==> src/rtl/ext_pkg.sv <==
// ext_pkg: shared op encoding, skid buffer states and the extend function
// used by ext_unit. The function works on a 64-bit canvas; callers pass
// their real widths and keep the low DATA_W bits plus the error flag.
package ext_pkg;

   typedef enum logic [2:0] {
      EXT_SIGN = 3'b000,
      EXT_ZERO = 3'b001,
      EXT_LUI  = 3'b010,
      EXT_BOFF = 3'b011,
      EXT_LB   = 3'b100,
      EXT_LBU  = 3'b101,
      EXT_LH   = 3'b110,
      EXT_LHU  = 3'b111
   } ext_op_e;

   typedef enum logic [1:0] {
      SKID_EMPTY = 2'd0,
      SKID_ONE   = 2'd1,
      SKID_FULL  = 2'd2
   } skid_state_e;

   localparam int MAX_W = 64;

   // Returns {err, data}; data is masked to data_w bits. Widths must be
   // constants at the call site so this folds into plain muxing.
   function automatic logic [MAX_W:0] ext_calc(
      input ext_op_e          op,
      input logic [MAX_W-1:0] data,
      input logic [2:0]       off,
      input int               imm_w,
      input int               data_w
   );
      logic [MAX_W-1:0]        imm_z;
      logic signed [MAX_W-1:0] imm_s;
      logic [MAX_W-1:0]        lane;
      logic [MAX_W-1:0]        res;
      logic                    err;
      imm_z = data & ((64'd1 << imm_w) - 64'd1);
      imm_s = $signed(data << (MAX_W - imm_w)) >>> (MAX_W - imm_w);
      lane  = '0;
      res   = '0;
      err   = 1'b0;
      unique case (op)
         EXT_SIGN: res = imm_s;
         EXT_ZERO: res = imm_z;
         EXT_LUI:  res = imm_z << (data_w - imm_w);
         EXT_BOFF: res = imm_s << 2;
         EXT_LB, EXT_LBU: begin
            lane = (data >> {off, 3'b000}) & 64'hFF;
            res  = (op == EXT_LB && lane[7]) ? (lane | ~64'hFF) : lane;
         end
         EXT_LH, EXT_LHU: begin
            // Odd offset for a halfword is flagged, data forced to zero.
            if (off[0]) begin
               err = 1'b1;
            end else begin
               lane = (data >> {off[2:1], 4'b0000}) & 64'hFFFF;
               res  = (op == EXT_LH && lane[15]) ? (lane | ~64'hFFFF) : lane;
            end
         end
      endcase
      // For data_w == 64 the shift wraps to 0 and the mask becomes all ones.
      res = res & ((64'd1 << data_w) - 64'd1);
      return {err, res};
   endfunction

endpackage

==> src/rtl/ext_skid.sv <==
// ext_skid: 2-entry valid/ready skid buffer (output register + skid
// register). in_ready is registered so it has no path from out_ready.
module ext_skid
   import ext_pkg::*;
#(
   parameter int W = 33
) (
   input  logic         clk,
   input  logic         rst_n,
   input  logic         in_valid,
   output logic         in_ready,
   input  logic [W-1:0] in_data,
   output logic         out_valid,
   input  logic         out_ready,
   output logic [W-1:0] out_data
);

   skid_state_e  state_reg, state_next;
   logic [W-1:0] out_reg, skid_reg;
   logic         ready_reg;
   logic         accept, drain;
   logic         load_out, load_skid, move_skid;

   assign accept    = in_valid && ready_reg;
   assign drain     = (state_reg != SKID_EMPTY) && out_ready;
   assign in_ready  = ready_reg;
   assign out_valid = (state_reg != SKID_EMPTY);
   assign out_data  = out_reg;

   // Next state and register load controls; accept+drain in ONE replaces the output entry.
   always_comb begin
      state_next = state_reg;
      load_out   = 1'b0;
      load_skid  = 1'b0;
      move_skid  = 1'b0;
      case (state_reg)
         SKID_EMPTY: begin
            if (accept) begin
               state_next = SKID_ONE;
               load_out   = 1'b1;
            end
         end
         SKID_ONE: begin
            if (accept && drain) begin
               load_out = 1'b1;
            end else if (accept) begin
               state_next = SKID_FULL;
               load_skid  = 1'b1;
            end else if (drain) begin
               state_next = SKID_EMPTY;
            end
         end
         SKID_FULL: begin
            if (drain) begin
               state_next = SKID_ONE;
               move_skid  = 1'b1;
            end
         end
         default: state_next = SKID_EMPTY;
      endcase
   end

   // State, data entries and the registered ready flag.
   always_ff @(posedge clk or negedge rst_n) begin
      if (!rst_n) begin
         state_reg <= SKID_EMPTY;
         out_reg   <= '0;
         skid_reg  <= '0;
         ready_reg <= 1'b1;
      end else begin
         state_reg <= state_next;
         ready_reg <= (state_next != SKID_FULL);
         if (load_out) begin
            out_reg <= in_data;
         end else if (move_skid) begin
            out_reg <= skid_reg;
         end
         if (load_skid) begin
            skid_reg <= in_data;
         end
      end
   end

endmodule

==> src/rtl/ext_unit.sv <==
// ext_unit: pipelined immediate / load-data extender, one-cycle latency,
// valid/ready on both sides through a 2-entry skid buffer.
// Optional statistics counters are built when EXT_STATS_EN is defined.
module ext_unit
   import ext_pkg::*;
#(
   parameter int IMM_W  = 16,
   parameter int DATA_W = 32,
   parameter int OFF_W  = $clog2(DATA_W/8),
   parameter int CNT_W  = 16
) (
   input  logic              clk,
   input  logic              rst_n,
   input  logic              in_valid,
   output logic              in_ready,
   input  logic [2:0]        in_op,
   input  logic [DATA_W-1:0] in_data,
   input  logic [OFF_W-1:0]  in_off,
   output logic              out_valid,
   input  logic              out_ready,
   output logic [DATA_W-1:0] out_data,
   output logic              out_err,
   output logic [CNT_W-1:0]  stat_ops,
   output logic [CNT_W-1:0]  stat_errs
);

   logic [MAX_W:0]  calc;
   logic [DATA_W:0] ext_word;
   logic [DATA_W:0] skid_out;

   assign calc     = ext_calc(ext_op_e'(in_op), MAX_W'(in_data), 3'(in_off), IMM_W, DATA_W);
   assign ext_word = {calc[MAX_W], calc[DATA_W-1:0]};

   generate
      if (DATA_W < MAX_W) begin : g_pad
         logic unused_hi;
         assign unused_hi = ^calc[MAX_W-1:DATA_W];
      end
   endgenerate

   ext_skid #(.W(DATA_W+1)) u_skid (
      .clk       (clk),
      .rst_n     (rst_n),
      .in_valid  (in_valid),
      .in_ready  (in_ready),
      .in_data   (ext_word),
      .out_valid (out_valid),
      .out_ready (out_ready),
      .out_data  (skid_out)
   );

   assign out_data = skid_out[DATA_W-1:0];
   assign out_err  = skid_out[DATA_W];

`ifdef EXT_STATS_EN
   logic             accept;
   logic [CNT_W-1:0] ops_reg, errs_reg;

   assign accept    = in_valid && in_ready;
   assign stat_ops  = ops_reg;
   assign stat_errs = errs_reg;

   // Saturating counts of accepted transactions and accepted misaligned halfwords.
   always_ff @(posedge clk or negedge rst_n) begin
      if (!rst_n) begin
         ops_reg  <= '0;
         errs_reg <= '0;
      end else if (accept) begin
         if (ops_reg != '1) begin
            ops_reg <= ops_reg + 1'b1;
         end
         if (ext_word[DATA_W] && errs_reg != '1) begin
            errs_reg <= errs_reg + 1'b1;
         end
      end
   end
`else
   assign stat_ops  = '0;
   assign stat_errs = '0;
`endif

endmodule
==> config.mk <==
export PLATFORM = sky130hd
export DESIGN_NAME = ext_unit
export DESIGN_NICKNAME = d
export VERILOG_FILES = /design/src/rtl/ext_pkg.sv /design/src/rtl/ext_skid.sv /design/src/rtl/ext_unit.sv
export SDC_FILE = /design/constraint.sdc
export NUM_CORES = 1
export LEC_CHECK = 0
export CORE_MARGIN = 1
export CORE_UTILIZATION = 54
export CTS_BUF_LIST = sky130_fd_sc_hd__clkbuf_2 sky130_fd_sc_hd__clkbuf_4 sky130_fd_sc_hd__clkbuf_8
export DETAILED_ROUTE_END_ITERATION = 8
export GPL_TIMING_DRIVEN = 0
export PLACE_DENSITY_LB_ADDON = 0.3
export SYNTH_ARGS = -nofsm -noshare
export SYNTH_HDL_FRONTEND = slang
export SYNTH_HIERARCHICAL = 1
export SYNTH_SLANG_ARGS = --single-unit
==> constraint.sdc <==
create_clock -name clk -period 3.5 [get_ports clk]
set_input_delay 0.7 -clock clk [delete_from_list [all_inputs] [get_ports clk]]
set_output_delay 0.7 -clock clk [all_outputs]
set_load 0.005 [all_outputs]
# After elaboration in Yosys (flattened, before gate mapping)
# Index checks and enable logic that the tools add are counted.
# classes
n_eq_ne,10
shift,2
muxes,21
n_reduce_logical,11
# ops
operator,count
32-bit one-hot mux with 6 select lines,1
32-bit 2-to-1 mux,3
33-bit 2-to-1 mux,2
32-bit by 5-bit >> shifter with 16-bit output,1
32-bit by 5-bit >> shifter with 8-bit output,1
3-bit equality test (second input constant),4
2-bit 2-to-1 mux,5
1-bit 2-to-1 mux,8
3-bit by 2-bit equality test with 1-bit output (second input constant),2
2-bit one-hot mux with 3 select lines,1
1-bit logical AND,5
2-bit nonzero test,2
2-bit OR reduction,2
3-bit by 1-bit equality test with 1-bit output (second input constant),1
3-bit logical NOT,1
2-bit by 1-bit equality test with 1-bit output (second input constant),1
2-bit equality test (second input constant),1
2-bit logical NOT,1
2-bit inequality test (second input constant),1
1-bit one-hot mux with 2 select lines,1
# word_totals
reg_bits,69
inputBits,41
output_inout_bits,67
elab_cells,48

# Longest topological paths before layout
# Gate-level depths: netlist of run 1.
# depth
word_depth,7
ltp_mapped,7

# Hierarchy
# Netlist of run 1, hierarchy kept.
# modules_own_cells
module,n_inst,cells_per_inst,area_per_inst_um2
ext_skid,1,196,2837.7
ext_unit,1,157,1087.3

# Worst setup path after synthesis of run 1
# OpenSTA, ideal clock, no wires.
# synth_path
path_type,input-to-reg
start,input in_off[1]
end,"register u_skid.out_reg[18], in the netlist u_skid/out_data[18]"
setup_ns,0.126
arrival_time_ns,2.195
t_required_ns,3.374
path_slack_ns,1.179
stages,7
n_path_buf,2
path_cell_list,buf_6 > mux4_2 > or2_4 > nor2_4 > buf_6 > a21oi_1 > a221o_1
# synth_between
elab_chain_len,6
elab_cells_between_ends,9
classes_between,2 x shift; 5 x mux; 2 x reduce/logical
# synth_lines
element,line_no,text
"start, declared",ext_unit.sv:18,"input logic [OFF_W-1:0] in_off,"
32-bit by 5-bit >> shifter with 16-bit output,ext_pkg.sv:58,"lane = (data >> {off[2:1], 4'b0000}) & 64'hFFFF;"
1-bit logical AND,ext_pkg.sv:59,res = (op == EXT_LH && lane[15]) ? (lane | ~64'hFFFF) : lane;
32-bit 2-to-1 mux,ext_pkg.sv:59,
32-bit 2-to-1 mux,ext_pkg.sv:55,if (off[0]) begin
32-bit one-hot mux with 6 select lines *,ext_pkg.sv:44,unique case (op)
via calc[18],ext_unit.sv:27,logic [MAX_W:0] calc;
33-bit 2-to-1 mux *,ext_skid.sv:73,if (load_out) begin
"end signal, assigned",ext_skid.sv:74,out_reg <= in_data;
"end signal, assigned",ext_skid.sv:76,out_reg <= skid_reg;
"end, declared",ext_skid.sv:19,"logic [W-1:0] out_reg, skid_reg;"
# Mark *: on every way through the listed nets, which the timed path passes. The rest lies on a longest branch.
# A chain may end at the register's enable or synchronous reset.

# Final worst setup path of run 1
# layout_path
start,input in_op[1]
end,"register u_skid.out_reg[25], in the netlist u_skid/out_data[25]"
# layout_between
elab_chain_len,6
elab_cells_between_ends,17
classes_between,7 x eq/ne; 5 x mux; 5 x reduce/logical
# layout_lines
element,line_no,text
"start, declared",ext_unit.sv:16,"input logic [2:0] in_op,"
3-bit equality test,"ext_pkg.sv:44, ext_pkg.sv:59",
1-bit logical AND,ext_pkg.sv:59,
32-bit 2-to-1 mux,ext_pkg.sv:59,
32-bit 2-to-1 mux,ext_pkg.sv:55,
32-bit one-hot mux with 6 select lines *,ext_pkg.sv:44,
via calc[25],ext_unit.sv:27,
33-bit 2-to-1 mux *,ext_skid.sv:73,
# Marked as above.

==> impl_metrics.toml, run 1 <==
[clock_network]
numCtsBuffers = 9
clk_latency_ns = 0.35
cts_resized = 0
cts_max_level = 3
post_cts_buffers = 0
cts_root_buf = "clkbuf_8"
clkSlewWorstSetupHoldPaths_ns = 0.08
cts_tree = "built"
postCtsHoldBufs = 0
clk_path_buf_depth = 2
clock-sinks = 69

[routing]
routedWlPerCell_um = 17.86
routed_via_density = 5.687
ant_nets = 0
wl_um = 10160
post-route-drc-count = 0
drt_iter0_drc = 344
drt-pass1-iter-count = 5
num_vias = 3236

[grt]
grt_pass1_wl_um = 15810
grt_usage = 0.2794
antenna_found_initial = 0
overflow = 0
first_global_vias = 3066
grt_max_degree = 70

[floorplanning]
die_h_um = 87.26
die-area_um2 = 7613
pin_count = 108
rows = 30
die_w_um = 87.26
start_util = 0.5683
core_area_um2 = 6907

[worst_hold_path]
hp-class = "in2async"

[cells_and_area]
area_growth_syn_to_layout_pct = 30.25
layout_common_cells = "clkdlybuf4s50_1, dfrtp_1, a21oi_1"
nNetsFinal = 509
fill_cells = 521
final_common_cell = "clkdlybuf4s50_1"
final_util = 0.7402
antenna_cells = 0
drive_gt1_frac = 0.1522

[timing]
fin_skew_ns = 0.009940
setup_viol = 0
slew_viol_final = 0
rsz0062_at_grt = "false"
max-slew-margin-rel = 0.4310
tightest_slew_ns = 0.8535
fin_crit_sh = 0.7893
hold_violations = 0
setup_tns_ns = 0
post-route-min-period_ns = 2.762
setup_ws_ns = 0.7376
max_freq_mhz = 362.0

[synth]
synth_cell_type_count = 39
netlist_area_um2 = 3925
yosysSeqAreaShare = 0.4402
netlist_top_cells_area = "dfrtp_1, mux2_1, a221o_1"
avgSynthCellArea_um2 = 11.12
yosys.area.top_type = "dfrtp_1"
yosysTopAreaCellShare = 0.4335
synthCells = 353
synth_seq_cells = 69
ys_warn_count = 6

[setup_path]
crit_chain = "clkdlybuf4s50_1 > buf_2 > nand3b_1 > nor3_1 > a21oi_1 > buf_2 > a21oi_1 > a221o_1"
reg2reg_setup_slack_ns = 1.63
cpMaxStageDelayCell = "clkdlybuf4s50_1"
critPathTopFamily = "buffers and inverters"
slowest_delay_ns = 0.46
cp.arrival_ns = 3.01
cp-end-kind = "flop"
cp_max_fo = 10
cp-start-kind = "input port"
worstPathRequired_ns = 3.74
critPathBufInv = 3
crit_type = "in2reg"

[job]
drv_cap = 0

[placed_design]
place_ws_ns = 0.4351
place_hpwl_um = 7281
portBuffers = 73
gp_congestion = 0.8898

[power_and_ir_drop]
ir_drop_mv = 0.3900
power_w = 0.003244
p_leak_nw = 2.355
cellPowerDensity_nw_per_um2 = 634.5

[status]
outcome = "finished clean"
==> worst register-to-register path: stages (launching register included) <==
cell and delay [ns]:
dfstp_2 0.55, and3b_1 0.25, nand2_1 0.30, buf_4 0.31
mux2_1 0.34
==> synth_stat cells (all sizes together) <==
library cell	instances
inv	2
and4bb	1
nor2	6
nor3	3
a22oi	4
nand3	1
and2	34
dfstp	1
o22ai	1
a21oi	39
o221ai	8
dfrtp	68
a221o	33
and3	1
nor2b	5
mux2i	19
nand3b	1
o21ai	2
o22a	6
nand2b	2
nand2	5
a221oi	6
mux2	33
mux4	1
or2	4
o2bb2ai	4
buf	48
a211oi	1
a31oi	1
and3b	2
clkbuf	10
conb	1
==> routing by layer <==
layer / track usage / wire length, um / vias to the layer above
met1: 0.3952 / 4428 / 1581
met5: 0 / 0 / -
met2: 0.4261 / 4748 / 146
li1: - / - / 1493
met3: 0.06445 / 818 / 16
met4: 0.09091 / 168 / 0
==> report_power, final <==
part	switching, W	internal (W)
Clock	0.000328	0.000404
Sequential	0.000188	0.00114
Combinational	0.000463	0.000716
Total	0.000979	0.00226
==> cell type report <==
cell class / instances / area [um2] / share of cell area
Multi-Input combinational cell: 255 / 1909 / 0.3735
Sequential cell: 69 / 1728 / 0.3380
Timing Repair Buffer: 73 / 728.2 / 0.1424
Buffer: 58 / 396.6 / 0.07758
Clock buffer: 9 / 123.9 / 0.02423
Tap cell: 96 / 120.1 / 0.02349
Clock inverter: 7 / 98.84 / 0.01933
Inverter: 2 / 7.507 / 0.001468
==> metrics by stage <==
step | cell area (um2) | hold slack (ns) | instances
4_1_cts | 5112 | 0.4820 | 569
3_5_place_dp | 4890 | 0.4726 | 553
2_1_floorplan | 4041 | 0.4044 | 384
6_report | 5112 | 0.4583 | 569
5_1_grt | 5112 | 0.5068 | 569
3_3_place_gp | 4892 | 0.4648 | 553
==> final timing paths <==
check,from,to,cells past startpoint
max,in_op[1],u_skid/out_data[25],8
max in group asynchronous,rst_n,u_skid/skid_reg[1],1
min reg2reg,u_skid/skid_reg[1],u_skid/skid_reg[1],1
min,rst_n,u_skid/state_reg[0],1
min in group clk,u_skid/skid_reg[1],u_skid/skid_reg[1],1
max reg2reg,u_skid/in_ready,u_skid/skid_reg[7],4
==> cell families after synthesis <==
family	after synthesis	share of synthesized area
compound gates	105	0.2059
flops	69	0.4402
simple gates	65	0.1011
buf+inv	60	0.1030
mux	53	0.1489
other cells	1	0.0009554
Note: power is estimated with default switching activity, not from simulation.
==> run 2, diff against run 1 <==
--- a/config.mk
+++ b/config.mk
@@ -6,7 +6,7 @@
 export NUM_CORES = 1
 export LEC_CHECK = 0
 export CORE_MARGIN = 1
-export CORE_UTILIZATION = 54
+export CORE_UTILIZATION = 50
 export CTS_BUF_LIST = sky130_fd_sc_hd__clkbuf_2 sky130_fd_sc_hd__clkbuf_4 sky130_fd_sc_hd__clkbuf_8
 export DETAILED_ROUTE_END_ITERATION = 8
 export GPL_TIMING_DRIVEN = 0
==> constraint.sdc (replaced) <==
create_clock -name clk -period 2.55 [get_ports clk]
set_input_delay 0.51 -clock clk [delete_from_list [all_inputs] [get_ports clk]]
set_output_delay 0.51 -clock clk [all_outputs]
set_load 0.005 [all_outputs]
==> impl_metrics.toml, run 2 (synthesis gave the netlist of run 1 again) <==
[status]
outcome = "finished clean"

[placed_design]
gp_congestion = 0.8812
place_hpwl_um = 7461
dpl-instance-area_um2 = 4893
portBuffers = 73

[power_and_ir_drop]
pwr-share-comb = 0.358
p_leak_nw = 2.363
p_clk_frac = 0.240
p_seq_frac = 0.403
switching_power_w = 0.001340
cellPowerDensity_nw_per_um2 = 883.2
ir_drop_mv = 0.5526
switching_share = 0.2946
power_w = 0.004547
p_int_w = 0.003208

[grt]
antenna_found_initial = 0
overflow = 0
grt_pass1_wl_um = 16500
grt_usage = 0.2593
first_global_vias = 3116
grt_max_degree = 70

[setup_path]
worstSetupStartpoint = "in_op[1]"
reg2reg_setup_slack_ns = 0.67
crit_type = "in2reg"
endpoint = "u_skid/out_data[18]"
cp.arrival_ns = 2.62
cp-end-kind = "flop"
r2r_cells = 4
regToRegStartpoint = "u_skid/in_ready"
worstPathRequired_ns = 2.79
cp_max_fo = 10
r2r-end = "u_skid/skid_reg[3]"
cp-start-kind = "input port"

[routing]
routedWlPerCell_um = 18.08
post-route-drc-count = 0
routed_via_density = 5.629
ant_nets = 0
drt-pass1-iter-count = 6
drt_iter0_drc = 248
wl_um = 10340
num_vias = 3220

[floorplanning]
pin_count = 108
rows = 31
die_w_um = 90.60
start_util = 0.5298
die_h_um = 90.60
die-area_um2 = 8208
core_area_um2 = 7408

[clock_network]
cts_tree = "built"
clock-sinks = 69
postCtsHoldBufs = 0
cts_max_level = 3
cts_resized = 0
cts_root_buf = "clkbuf_8"
clk_path_buf_depth = 2
post_cts_buffers = 0
clkSlewWorstSetupHoldPaths_ns = 0.08
clk_latency_ns = 0.35
numCtsBuffers = 9

[cells_and_area]
final_common_cell = "clkdlybuf4s50_1"
antenna_cells = 0
design_area_um2 = 5149
nNetsFinal = 509
layout_common_cells = "clkdlybuf4s50_1, dfrtp_1, a21oi_1"
area_growth_syn_to_layout_pct = 31.18
drive_gt1_frac = 0.1564

[timing]
tightest_slew_ns = 0.8563
fin_skew_ns = 0.008710
hold-worst-slack_ns = 0.2606
post-route-min-period_ns = 2.382
rsz0062_at_grt = "false"
setup_tns_ns = 0
max-slew-margin-rel = 0.4292
slew_viol_final = 0
setup_viol = 0
fin_crit_sh = 0.9340
max_freq_mhz = 419.9
hold_violations = 0

[worst_hold_path]
hp-class = "in2async"

[job]
drv_cap = 0
[run 2: worst min-delay path by stage]
stage,from,endpoint,slack (ns),cells after the start
floorplan,rst_n,u_skid/out_data[0],0.21,0
global placement,u_skid/skid_reg[15],u_skid/skid_reg[15],0.47,1
detailed placement,u_skid/skid_reg[21],u_skid/skid_reg[21],0.47,1
CTS,rst_n,u_skid/skid_reg[20],0.30,1
global route,rst_n,u_skid/state_reg[0],0.35,1
finish,rst_n,u_skid/state_reg[0],0.26,1
[run 2: layer usage]
layer | GRT usage | part of all wire | wire length [um]
met5 | 0 | 0 | 0
met4 | 0.08065 | 0.015 | 153
met3 | 0.05135 | 0.066 | 683
met2 | 0.4066 | 0.47 | 4855
met1 | 0.3614 | 0.45 | 4648
[run 2: worst max-delay path, stage by stage]
cell,delay [ns]
clkdlybuf4s50_1,0.44
buf_2,0.20
nand3b_1,0.36
nor3_2,0.09
a21oi_2,0.26
buf_2,0.27
a21oi_1,0.14
a221o_1,0.35
[run 2: power groups by stage]
stage          Combinational, W  Clock (W)  Sequential [W]
2_1_floorplan          0.000832          0         0.00180
3_3_place_gp            0.00158          0         0.00182
3_5_place_dp            0.00162          0         0.00184
4_1_cts                 0.00164    0.00111         0.00183
5_1_grt                 0.00175    0.00115         0.00189
6_report                0.00163    0.00109         0.00183
[run 2: metrics by stage]
| step | util | cells | setup WS [ns] |
|---|---|---|---|
| after global placement | 0.6609 | 556 | -1.274 |
| final | 0.6950 | 572 | 0.1683 |
| after floorplan | - | 384 | 0.4188 |
| after CTS | 0.6938 | 572 | 0.03838 |
| after global routing | 0.6950 | 572 | 0.05857 |
| after detailed placement | 0.6605 | 556 | -0.3252 |
[run 2: layout make-up]
cell class,instances,area (um2)
clock buffers,9,123.9
inverters,2,7.507
fillers,568,2260
flip-flops and latches,69,1728
well taps,99,123.9
multi-input cells,255,1918
clock inverters,7,122.6
repair buffers,73,728.2
plain buffers,58,396.6
